[src/rtl/spi_slave_rx.sv]
// SPI slave receiver: 12-bit LSB-first words with optional lead-in bits, valid/ready output handshake.
// Optional macro SPI_RX_FRAME_CHECK_EN enables the sticky frame_err flag for short (aborted) frames.
module spi_slave_rx #(
    parameter int CPHA      = 0,
    parameter int CPOL      = 0,
    parameter int LEAD_BITS = 1
) (
    input  logic        clk,
    input  logic        rst_n,
    input  logic        sclk,
    input  logic        cs_n,
    input  logic        mosi,
    output logic [11:0] data_out,
    output logic        data_valid,
    input  logic        data_ready,
    output logic        overrun,
    output logic        frame_err,
    output logic        busy
);

    typedef enum logic [1:0] {IDLE, LEAD, SHIFT, WAIT_CS} state_t;

    state_t      state_q, state_d;
    logic [1:0]  lead_q, lead_d;
    logic [3:0]  bit_q, bit_d;
    logic [11:0] shreg_q, shreg_d;
    logic [11:0] data_q, data_d;
    logic        valid_q, valid_d;
    logic        ovr_q, ovr_d;
    logic        sclk_s1_q, sclk_s2_q, sclk_h_q;
    logic        cs_s1_q, cs_s2_q, cs_h_q;
    logic        mosi_s1_q, mosi_s2_q;
    logic [1:0]  vld_q;
    logic        arm_q;
    logic        samp;
    logic        cs_fall;
    logic        word_done;
    logic [11:0] new_word;

    always_ff @(posedge clk or negedge rst_n) begin
        if (!rst_n) begin
            sclk_s1_q <= 1'(CPOL);
            sclk_s2_q <= 1'(CPOL);
            sclk_h_q  <= 1'(CPOL);
            cs_s1_q   <= 1'b1;
            cs_s2_q   <= 1'b1;
            cs_h_q    <= 1'b1;
            mosi_s1_q <= 1'b0;
            mosi_s2_q <= 1'b0;
            vld_q     <= 2'b00;
            arm_q     <= 1'b0;
        end else begin
            sclk_s1_q <= sclk;
            sclk_s2_q <= sclk_s1_q;
            sclk_h_q  <= sclk_s2_q;
            cs_s1_q   <= cs_n;
            cs_s2_q   <= cs_s1_q;
            cs_h_q    <= cs_s2_q;
            mosi_s1_q <= mosi;
            mosi_s2_q <= mosi_s1_q;
            vld_q     <= {vld_q[0], 1'b1};
            // A start is only accepted once cs_n has been seen high through a filled synchronizer,
            // so a chip select that is already low when reset releases never opens a frame.
            arm_q     <= arm_q | (vld_q[1] & cs_s2_q);
        end
    end

    assign samp     = (CPHA == 0) ? (sclk_h_q & ~sclk_s2_q) : (~sclk_h_q & sclk_s2_q);
    assign cs_fall  = arm_q & cs_h_q & ~cs_s2_q;
    assign new_word = {mosi_s2_q, shreg_q[11:1]};

    always_comb begin
        state_d   = state_q;
        lead_d    = lead_q;
        bit_d     = bit_q;
        shreg_d   = shreg_q;
        word_done = 1'b0;
        case (state_q)
            IDLE: begin
                if (cs_fall) begin
                    lead_d  = 2'd0;
                    bit_d   = 4'd0;
                    state_d = (LEAD_BITS == 0) ? SHIFT : LEAD;
                end
            end
            LEAD: begin
                if (cs_s2_q) begin
                    state_d = IDLE;
                end else if (samp) begin
                    if (lead_q == 2'(LEAD_BITS - 1)) state_d = SHIFT;
                    else                              lead_d  = lead_q + 2'd1;
                end
            end
            SHIFT: begin
                if (cs_s2_q) begin
                    state_d = IDLE;
                end else if (samp) begin
                    shreg_d = new_word;
                    bit_d   = bit_q + 4'd1;
                    if (bit_q == 4'd11) begin
                        word_done = 1'b1;
                        state_d   = WAIT_CS;
                    end
                end
            end
            WAIT_CS: begin
                if (cs_s2_q) state_d = IDLE;
            end
            default: state_d = IDLE;
        endcase
    end

    always_comb begin
        data_d  = data_q;
        valid_d = valid_q;
        ovr_d   = ovr_q;
        if (valid_q && data_ready) valid_d = 1'b0;
        if (word_done) begin
            if (valid_q && !data_ready) begin
                ovr_d = 1'b1;
            end else begin
                data_d  = new_word;
                valid_d = 1'b1;
            end
        end
    end

    always_ff @(posedge clk or negedge rst_n) begin
        if (!rst_n) begin
            state_q <= IDLE;
            lead_q  <= 2'd0;
            bit_q   <= 4'd0;
            shreg_q <= 12'h000;
            data_q  <= 12'h000;
            valid_q <= 1'b0;
            ovr_q   <= 1'b0;
        end else begin
            state_q <= state_d;
            lead_q  <= lead_d;
            bit_q   <= bit_d;
            shreg_q <= shreg_d;
            data_q  <= data_d;
            valid_q <= valid_d;
            ovr_q   <= ovr_d;
        end
    end

`ifdef SPI_RX_FRAME_CHECK_EN
    logic ferr_q;

    always_ff @(posedge clk or negedge rst_n) begin
        if (!rst_n)                                        ferr_q <= 1'b0;
        else if (state_q == SHIFT && cs_s2_q && bit_q != 4'd0) ferr_q <= 1'b1;
    end

    assign frame_err = ferr_q;
`else
    assign frame_err = 1'b0;
`endif

    assign data_out   = data_q;
    assign data_valid = valid_q;
    assign overrun    = ovr_q;
    assign busy       = (state_q != IDLE);

endmodule
[config.mk]
export PLATFORM = sky130hd
export DESIGN_NAME = spi_slave_rx
export DESIGN_NICKNAME = d
export VERILOG_FILES = /design/src/rtl/spi_slave_rx.sv
export SDC_FILE = /design/constraint.sdc
export NUM_CORES = 1
export LEC_CHECK = 0
export ABC_AREA = 1
export BUFFER_PORTS_ARGS = -buffer_cell sky130_fd_sc_hd__clkbuf_2
export CELL_PAD_IN_SITES_DETAIL_PLACEMENT = 1
export CELL_PAD_IN_SITES_GLOBAL_PLACEMENT = 2
export CORE_MARGIN = 2
export CORE_UTILIZATION = 31
export DETAILED_ROUTE_END_ITERATION = 6
export PLACE_DENSITY = 0.79
export SKIP_LAST_GASP = 1
export SYNTH_ARGS = -nofsm -noshare
export SYNTH_HDL_FRONTEND = slang
export SYNTH_SLANG_ARGS = --single-unit
[constraint.sdc]
create_clock -name clk -period 1.3 [get_ports clk]
set_input_delay 0.26 -clock clk [delete_from_list [all_inputs] [get_ports clk]]
set_output_delay 0.26 -clock clk [all_outputs]
set_load 0.02 [all_outputs]
==> results of run 1 <==
## critical path, stage by stage, from the launching register on
cell,delay (ns)
dfrtp_1,0.44
nor2_2,0.14
buf_4,0.13
inv_2,0.04
buf_8,0.12
## layout by cell type (no fill, tap or decap), types with 5 or more instances in the layout
master	n
buf_4	18
buf_6	7
clkbuf_2	19
clkbuf_8	5
dfrtp_1	41
inv_1	9
nand2_1	68
nand2_2	15
nand3_1	6
nand3_2	5
o21ai_1	5
## metrics by stage
stage	power (uW)	setup TNS [ns]	hold WS (ns)	area (sq um)	util [%]
floorplan	1756	0	-0.03559	1788	-
global placement	1975	0	0.2624	2110	38.08
detailed placement	1986	0	0.2614	2110	38.08
CTS	3178	-1.145	0.02672	2277	41.10
global route	3418	-2.858	0.01855	2474	44.65
finish	3224	-1.320	0.04333	2474	44.65
## timing repair
| action | 4_1_cts | 5_1_grt |
|---|---|---|
| gates cloned | 0 | 1 |
| hold endpoints to repair | 41 | 0 |
| endpoints found under the setup margin | 17 | 27 |
| pin swaps | 2 | 13 |
| resized for setup | 9 | 42 |
| hold buffers | 1 | 0 |
| buffers inserted | 5 | 9 |
## final timing paths
path	startpoint	endpoint	slack [ns]	cells past startpoint
worst max-delay path	state_q[0]	busy	-0.13	4
worst min-delay path	cs_n	cs_s1_q	0.04	1
worst min register to register	sclk_s1_q	sclk_s2_q	0.35	0
worst max register to register	state_q[1]	data_out[8]	-0.12	8
min in group asynchronous	rst_n	lead_q[0]	0.47	3
max in group asynchronous	rst_n	cs_s1_q	0.57	3
## flip-flops by register name (all words and copies together) (netlist names), 2 cells and up
name,count
state_q,2
lead_q,2
vld_q,2
shreg_q,11
bit_q,4
data_out,12
## cell type report
class | count | area share, %
clock buffers | 6 | 2.934
repair buffers | 50 | 16.94
inverters | 15 | 2.479
multi-input cells | 127 | 27.92
flip-flops and latches | 44 | 44.66
clock inverters | 2 | 1.416
well taps | 72 | 3.642
## per-layer routing
metal / vias to the layer above / global-route usage (%) / wire length, um
li1: 692 / - / -
met1: 700 / 18.16 / 1769
met2: 16 / 23.25 / 2076
met3: 4 / 4.072 / 125
met4: 0 / 5.085 / 48
met5: - / 0 / 0
## power groups by stage
stage	clock, uW	sequential, uW	combinational [uW]
after global placement	0	1520	457
after floorplan	0	1510	244
after CTS	1070	1490	619
final	1030	1490	701
after detailed placement	0	1520	469
after global routing	1130	1500	785
## kinds of logic (layout without fill, tap and decap cells)
| logic type | count (synthesis) | in the layout | share of synthesized area, % |
|---|---|---|---|
| buffers and inverters | 20 | 73 | 5.045 |
| DFF | 44 | 44 | 61.88 |
| other | 2 | 2 | 0.4206 |
| and+or+nand+nor | 111 | 111 | 27.40 |
| adders and majority gates | 2 | 2 | 1.401 |
| xor gates and xnor gates | 1 | 1 | 0.4906 |
| AOI/OAI and AO/OA | 11 | 11 | 3.364 |
==> summary.md, run 1 <==
| Metric | Value |
|---|---|
| Status | finished with violations |
| Violated checks | negative setup slack |
| Fraction of registers with async set or reset after synthesis | 100.0% |
| Die Ht | around 80 um |
| Residual DRC count | 0 |
| CP Launch Type | flop |
| Sequential area share after synthesis | roughly three fifths |
| # nets final | 251 |
| Syn avg cell area | 9.348 sq um |
| Switching share of power | a little over a quarter |
| Setup WS post-layout | -0.1343 ns |
| # diodes | 0 |
| Share of the synthesized area in the top cell type | ~57% |
| Max Clk Rate | between 600 and 700 MHz |
| Skew-Pair Late Insertion Delay | about 0.30 ns |
| Initial Util | between 30% and 40% |
| Ports | 22 |
| Clk pwr share | between 30% and 40% |
| CTS H-tree depth | 2 |
| Syn nets | between 150 and 200 |
| Clock Sinks | between 40 and 50 |
| Hold Violations, Final | 0 |
| DRT Wirelength | between 4000 and 5000 um |
| Internal power | about 2400 uW |
| Number of flops mapped to enable cells by yosys | 0 |
| P&R area growth vs syn | 38.54% |
| Fin cells | 316 |
| Die Area | around 6400 sq um |
| Slew Limit Fails | 0 |
| DP Wirelength | roughly 2700 um |
| Seq cells post-synth | 44 |
| Synth unique cells | 23 |
| Cells after Synth | ~190 |
| Synth area leader | dfrtp_1 |
| Largest net degree at the start of global routing | 45 |
| Peak VDD IR | roughly 0.56 mV |
| Max-Cap Viols | 0 |
| Leakage | 0.001306 uW |
| CTS buffer count | 5 |
| Hold WC Path Type | in -> reg |
| GP Congestion | approximately 0.74 |
| DR WL/cell | 12.72 um |
| Clock buffer depth | 2 |
| Multi-input gate area | around 700 sq um |
| Antenna violations before repair | 0 |
| Dpl ws | around 0.00065 ns |
| Pwr Density | 1303 nW/um^2 |
| Clk slew on worst S/H paths | ~0.080 ns |
| Vias/cell | 4.468 |
| Global-route wire length before repair | around 6900 um |
| I/O Buffers | 20 |
| CP required | around 1.0 ns |
| FILL cells | approximately 670 |
| CTS root buf | clkbuf_8 |
| Clock skew | 0.005494 ns |
| Clock period minus worst slack | roughly 1.4 ns |
| Ranking of synthesized cells by area | dfrtp_1 (57%), nand2_1 (18%), dfstp_2 (4.4%) |
| Placed Cells | a little under 300 |
| Crit path kind | reg -> out |
| DR vias | around 1400 |
| Number of global-route vias before repair | between 1000 and 1500 |
| FF+latch area | between 1000 and 1500 sq um |
| Netlist Area Pre-Place | around 1800 sq um |
| Top_reg_cell synth | dfrtp_1 |
| DR pass1 iterations | 4 |
| Core box area | roughly 5500 sq um |
| Tcrit/Tclk final | 110.3% |
| GRT Resource Usage Total | 14.31% |
| Drt first-iter violations | between 40 and 50 |
| Row cnt | 27 |
| Synth warn | 0 |
| Post-route ant nets | 0 |
| Layout cell share with drive strength beyond 1 | between 30% and 40% |
| CTS tree | built |
| Switching power | between 800 and 900 uW |
| Comb pwr share | 21.7% |
| Crit path DAT | between 1 and 1.5 ns |
| Gr ovfl total | 0 |
| Most numerous cell in the Yosys netlist | nand2_1 |
| Top cells by count, synth | nand2_1 (86), dfrtp_1 (41), inv_1 (12) |
| Setup-failing EPs final | 15 |
| Sequential Power Share | around 46% |
| Chip Width | approximately 80 um |
| RSZ-0062 raised after global routing | true |
| Crit end category | primary output |
| Crit Path Max Fanout | 4 |
No activity file was read; power rests on OpenSTA's default activity.
==> inputs of run 2 (changes only) <==
--- a/config.mk
+++ b/config.mk
@@ -5,14 +5,13 @@
 export SDC_FILE = /design/constraint.sdc
 export NUM_CORES = 1
 export LEC_CHECK = 0
-export ABC_AREA = 1
 export BUFFER_PORTS_ARGS = -buffer_cell sky130_fd_sc_hd__clkbuf_2
 export CELL_PAD_IN_SITES_DETAIL_PLACEMENT = 1
 export CELL_PAD_IN_SITES_GLOBAL_PLACEMENT = 2
 export CORE_MARGIN = 2
-export CORE_UTILIZATION = 31
+export CORE_UTILIZATION = 36
 export DETAILED_ROUTE_END_ITERATION = 6
-export PLACE_DENSITY = 0.79
+export PLACE_DENSITY = 0.81
 export SKIP_LAST_GASP = 1
 export SYNTH_ARGS = -nofsm -noshare
 export SYNTH_HDL_FRONTEND = slang
==> run 2 against run 1 <==
Compared with the run above:
- the run still ends with negative setup slack left
- utilization rose by 6.7 points
- largest power group unchanged
- via count fell by 19%
- maximum frequency fell by 20%
- global-route usage rose by 1.0 points
==> summary.md, run 2 <==
| Metric | Value |
|---|---|
| Status | finished with violations |
| Violated checks | negative setup slack |
| CTS buffer count | 5 |
| Cells after Synth | between 100 and 150 |
| Share of the synthesized area in the top cell type | 57.67% |
| Hold path start | cs_n |
| Crit Path Max Fanout | 6 |
| Worst hold stages | 1 |
| DR WL/cell | between 15 and 20 um |
| Peak VDD IR | 0.8773 mV |
| Hold Violations, Final | 0 |
| Setup WS post-layout | -0.4855 ns |
| Reg-to-Reg End | data_out[9] |
| Die Area | roughly 5500 sq um |
| Overall Power | ~2700 uW |
| Most numerous cell in the Yosys netlist | dfrtp_1 |
| Skew-Pair Late Insertion Delay | roughly 0.29 ns |
| Crit end category | flop |
| Reg2reg setup slack | -0.49 ns |
| DR vias | around 1100 |
| Top cells by count, synth | dfrtp_1 (41), mux2_2 (14), mux2_4 (10) |
| Dpl ws | -0.5191 ns |
| Largest net degree at the start of global routing | 45 |
| Sequential area share after synthesis | roughly 62% |
| Leakage | around 0.0012 uW |
| Max reg flops | 12 |
| Die Ht | about 74 um |
| Layout cell share with drive strength beyond 1 | between 50% and 60% |
| Post-route ant nets | 0 |
| GP Congestion | roughly 0.76 |
| Syn avg cell area | between 10 and 15 sq um |
| Max-Cap Viols | 0 |
| Pwr Density | roughly 1100 nW/um^2 |
| DP Wirelength | between 2000 and 2500 um |
| Residual DRC count | 0 |
| Commonest non-fill, non-tap cell in the layout | dfrtp_1 |
| Clk slew on worst S/H paths | approximately 0.090 ns |
| R2R Path Start | bit_q[1] |
| Top_reg_cell synth | dfrtp_1 |
| # nets final | about 180 |
| Clock buffer depth | 2 |
| CTS root buf | clkbuf_8 |
| # diodes | 0 |
| Slew Limit Fails | 0 |
| Max Clk Rate | 560.1 MHz |
| Crit path DAT | 1.96 ns |
| Clock skew | about 0.0066 ns |
| Fraction of registers with async set or reset after synthesis | 100.0% |
| Synth unique cells | 34 |
| Global-route wire length before repair | approximately 6300 um |
| DR pass1 iterations | 4 |
| Hold WC Path Type | in -> reg |
| Clock period minus worst slack | ~1.8 ns |
| Gr ovfl total | 0 |
| CP Launch Type | flop |
| Core box area | about 4800 sq um |
| FILL cells | 488 |
| Syn nets | between 100 and 150 |
| Commonest non-fill, non-tap cells in the layout | dfrtp_1 (41), clkbuf_2 (19), buf_4 (19), mux2_2 (13), mux2_4 (11) |
| Antenna violations before repair | 0 |
| Crit path kind | reg -> reg |
| Row cnt | 25 |
| P&R area growth vs syn | 37.13% |
| Worst R2R Path Depth | 5 |
| Hold EP | cs_s1_q |
| Worst hold slack | ~0.045 ns |
| Number of flops mapped to enable cells by yosys | 0 |
| DRT Wirelength | about 3700 um |
| Ranking of synthesized cells by area | dfrtp_1 (58%), mux2_2 (8.9%), mux2_4 (8.4%) |
| Number of global-route vias before repair | approximately 1300 |
| Synth area leader | dfrtp_1 |
| Setup-failing EPs final | 32 |
| CTS H-tree depth | 2 |
| CTS tree | built |
| Ports | 22 |
| Seq cells post-synth | 44 |
| Tcrit/Tclk final | 137.3% |
| Chip Width | approximately 74 um |
| Clock Sinks | 44 |
| Synth warn | 0 |
| I/O Buffers | 20 |
| GRT Resource Usage Total | between 10% and 20% |
| Drt first-iter violations | 32 |
| Setup TNS | -12.19 ns |
| Final core occ | 51.32% |
| CP required | ~1.5 ns |
| Initial Util | a little under two fifths |
| RSZ-0062 raised after global routing | true |
| Vias/cell | between 4 and 5 |
| Netlist Area Pre-Place | around 1800 sq um |
## run 2: changes by cell type after synthesis, moves of 2 or more
cell and delta:
nand3_4 -2, nand2_1 -81, mux2_2 +14, nand3_1 -10, inv_2 -3, o21ai_1 -2
a22o_1 +2, nor2_1 -3, mux2_4 +10, inv_1 -7, nand3b_1 +2, buf_2 -2
or2_2 +2, o21ai_0 -2
## run 2: per-stage QoR
step | cells | instance area (sq um)
finish | 243 | 2440
global route | 243 | 2440
CTS | 240 | 2401
detailed placement | 223 | 2122
global placement | 223 | 2122
floorplan | 121 | 1812
## run 2: kinds of logic after synthesis
kind of cell / count (synthesis) / synth area share (%)
simple gates: 24 / 9.775
compound gates: 14 / 5.275
other cells: 2 / 0.4221
xor+xnor: 1 / 0.4924
mux: 24 / 17.30
fa+ha+maj: 2 / 1.406
buf+inv: 10 / 3.235
flops: 44 / 62.10
## run 2: where the power goes
group / internal, uW / switching (uW) / leakage, uW
Clock: 579 / 478 / 0.0000583
Sequential: 1400 / 20.8 / 0.000581
Combinational: 122 / 113 / 0.000607
Total: 2100 / 612 / 0.00125
## run 2: metal layers
layer	track usage [%]	part of all wire (%)	vias up
li1	-	-	527
met1	18.75	41	595
met2	26.39	55	19
met3	4.878	2.9	2
met4	4.167	0.46	0
met5	0	0	-
## run 2: area by class of cell
cell class	count	area [sq um]	area share, %
clock inverter	3	47.55	1.949
inverter	5	18.77	0.7692
clock buffer	5	68.82	2.821
tap	67	83.83	3.436
timing repair buffer	51	420.4	17.23
multi-input combinational	68	695.7	28.51
sequential	44	1105	45.28
## run 2: critical path, stage by stage, from the launching register on
cell      delay [ns]
dfrtp_1         0.37
ha_2            0.19
nand2_1         0.05
or4_4           0.50
nand2b_4        0.22
mux2_4          0.33
## run 2: how the worst max path moves through the flow
stage                        start           end  slack, ns  depth (start not counted)
after floorplan           bit_q[0]  data_out[10]      -0.50                          6
after global placement    bit_q[0]   data_out[9]      -0.43                          5
after CTS                 bit_q[1]   data_out[9]      -0.50                          5
after global routing      bit_q[0]   data_out[9]      -0.53                          5
final                     bit_q[1]   data_out[9]      -0.49                          5
after detailed placement  bit_q[0]   data_out[9]      -0.52                          5
## run 2: what timing repair did
| item | CTS | global route |
|---|---|---|
| pin swaps | 11 | 7 |
| buffers inserted | 8 | 4 |
| gates cloned | 2 | 0 |
| hold endpoints to repair | 41 | 0 |
| hold buffers | 1 | 0 |
| setup endpoints to repair | 32 | 33 |
| resized for setup | 21 | 8 |
==> inputs of run 3 (changes only) <==
--- a/config.mk
+++ b/config.mk
@@ -6,12 +6,10 @@
 export NUM_CORES = 1
 export LEC_CHECK = 0
 export BUFFER_PORTS_ARGS = -buffer_cell sky130_fd_sc_hd__clkbuf_2
-export CELL_PAD_IN_SITES_DETAIL_PLACEMENT = 1
-export CELL_PAD_IN_SITES_GLOBAL_PLACEMENT = 2
 export CORE_MARGIN = 2
-export CORE_UTILIZATION = 36
+export CORE_UTILIZATION = 45
 export DETAILED_ROUTE_END_ITERATION = 6
-export PLACE_DENSITY = 0.81
+export PLACE_DENSITY = 0.74
 export SKIP_LAST_GASP = 1
 export SYNTH_ARGS = -nofsm -noshare
 export SYNTH_HDL_FRONTEND = slang
==> run 3 against run 2 <==
Compared with the run above:
- sequential cell count unchanged
- the run still ends with negative setup slack left
- worst hold slack barely moved
- worst setup slack gained 0.031 ns
- highest routed layer unchanged
- register-to-register slack better by 0.03 ns
- critical path type unchanged
- routed wire length down 11%
==> summary.md, run 3 (synthesized netlist as in run 2, its figures left out) <==
| Metric | Value |
|---|---|
| Status | finished with violations |
| Violated checks | negative setup slack |
| Skew-Pair Late Insertion Delay | about 0.29 ns |
| Clock period minus worst slack | 1.754 ns |
| DRT Wirelength | 3308 um |
| Fin cells | 219 |
| Reg2reg setup slack | -0.45 ns |
| Hold path start | cs_n |
| CTS tree | built |
| Dpl ws | -0.4708 ns |
| Die Area | between 4000 and 5000 sq um |
| Slew Limit Fails | 0 |
| Clock skew | ~0.0052 ns |
| DR vias | 1104 |
| Worst hold stages | 1 |
| Post-route ant nets | 0 |
| Ports | 22 |
| Hold EP | cs_s1_q |
| GRT Resource Usage Total | 17.46% |
| Setup WS post-layout | -0.4541 ns |
| Crit end category | flop |
| Max-Cap Viols | 0 |
| Largest net degree at the start of global routing | 37 |
| GP Congestion | about 0.82 |
| GRT met1 Usage | between 20% and 30% |
| Crit Path Max Fanout | 6 |
| Antenna violations before repair | 0 |
| # nets final | around 180 |
| Max reg flops | 12 |
| Layout cell share with drive strength beyond 1 | 58.48% |
| CP required | around 1.5 ns |
| Residual DRC count | 0 |
| DR pass1 iterations | 4 |
| Overall Power | around 2700 uW |
| Number of global-route vias before repair | ~1200 |
| Hold WC Path Type | in -> reg |
| Commonest non-fill, non-tap cells in the layout | dfrtp_1 (41), clkbuf_2 (19), buf_4 (15), mux2_2 (14), mux2_4 (10) |
| CP Launch Type | flop |
| # diodes | 0 |
| Initial Util | between 40 and 50% |
| Reg-to-Reg End | data_out[6] |
| R2R Path Start | bit_q[1] |
| Row cnt | 22 |
| Chip Width | about 67 um |
| Setup TNS | -11.28 ns |
| Clock buffer depth | 2 |
| Core box area | 3744 sq um |
| DP Wirelength | roughly 2100 um |
| Global-route wire length before repair | between 5000 and 6000 um |
| Leakage | around 0.0012 uW |
| I/O Buffers | 20 |
| Placed Cells | slightly above 200 |
| CTS H-tree depth | 2 |
| GRT busiest layer | met2 |
| Clock Sinks | 44 |
| Tcrit/Tclk final | 134.9% |
| Hold Violations, Final | 0 |
| Pwr Density | about 1100 nW/um^2 |
| CTS buffer count | 5 |
| Clk slew on worst S/H paths | around 0.080 ns |
| Vias/cell | between 5 and 6 |
| Drt first-iter violations | between 40 and 50 |
| RSZ-0062 raised after global routing | true |
| Peak VDD IR | ~0.84 mV |
| Max Clk Rate | about 570 MHz |
| CTS root buf | clkbuf_8 |
| DR WL/cell | 15.11 um |
| P&R area growth vs syn | 32.91% |
| Final core occ | 63.17% |
| Die Ht | ~67 um |
| Crit path DAT | ~1.9 ns |
| Crit path kind | reg -> reg |
| Commonest non-fill, non-tap cell in the layout | dfrtp_1 |
| Setup-failing EPs final | 32 |
| GR Layer Usage met3 | under 10% |
| Gr ovfl total | 0 |
| GRT met2 Usage | 28.38% |
| Worst R2R Path Depth | 5 |
run 3: how the worst max path moves through the flow:
stage	start	endpoint	slack, ns	cells after the start
3_3_place_gp	bit_q[0]	data_out[8]	-0.43	5
4_1_cts	bit_q[0]	data_out[6]	-0.45	5
6_report	bit_q[1]	data_out[6]	-0.45	5
2_1_floorplan	bit_q[0]	data_out[10]	-0.50	6
5_1_grt	bit_q[1]	data_out[6]	-0.50	5
3_5_place_dp	bit_q[0]	data_out[6]	-0.47	5
run 3: cell type report:
cell class	count	area (sq um)
Clock buffer	5	68.82
Clock inverter	3	42.54
Fill cell	299	1379
Inverter	5	18.77
Multi-Input combinational cell	68	706.9
Sequential cell	44	1105
Tap cell	48	60.06
Timing Repair Buffer	46	362.8
run 3: power breakdown:
part	leakage, uW	switching, uW	total, uW	internal [uW]
Clock	0.0000541	445	1010	568
Sequential	0.000581	19.9	1420	1400
Combinational	0.000567	111	229	118
run 3: per-stage QoR:
step                instance area (sq um)  hold slack, ns
finish                               2365         0.04529
CTS                                  2320         0.03961
floorplan                            1812        -0.03559
global route                         2365         0.03579
global placement                     2098          0.1429
detailed placement                   2098          0.1437
run 3: worst max-delay path: stages (launching register included):
cell	delay [ns]
dfrtp_1	0.38
ha_2	0.19
nand2_1	0.05
or4_4	0.50
nand2b_4	0.22
mux2_4	0.32
run 3: layer usage:
layer	share of wire [%]	up-vias	routed length (um)
li1	-	520	-
met1	42	553	1394
met2	51	21	1694
met3	4.3	10	142
met4	2.4	0	78
met5	0	-	0
run 3: timing repair:
| action | in CTS | in global routing |
|---|---|---|
| pin swaps | 7 | 10 |
| buffers inserted | 5 | 3 |
| cloned | 1 | 0 |
| resized for setup | 16 | 14 |
| setup endpoints to repair | 32 | 33 |
| hold buffers | 1 | 0 |
| endpoints found under the hold margin | 8 | 0 |
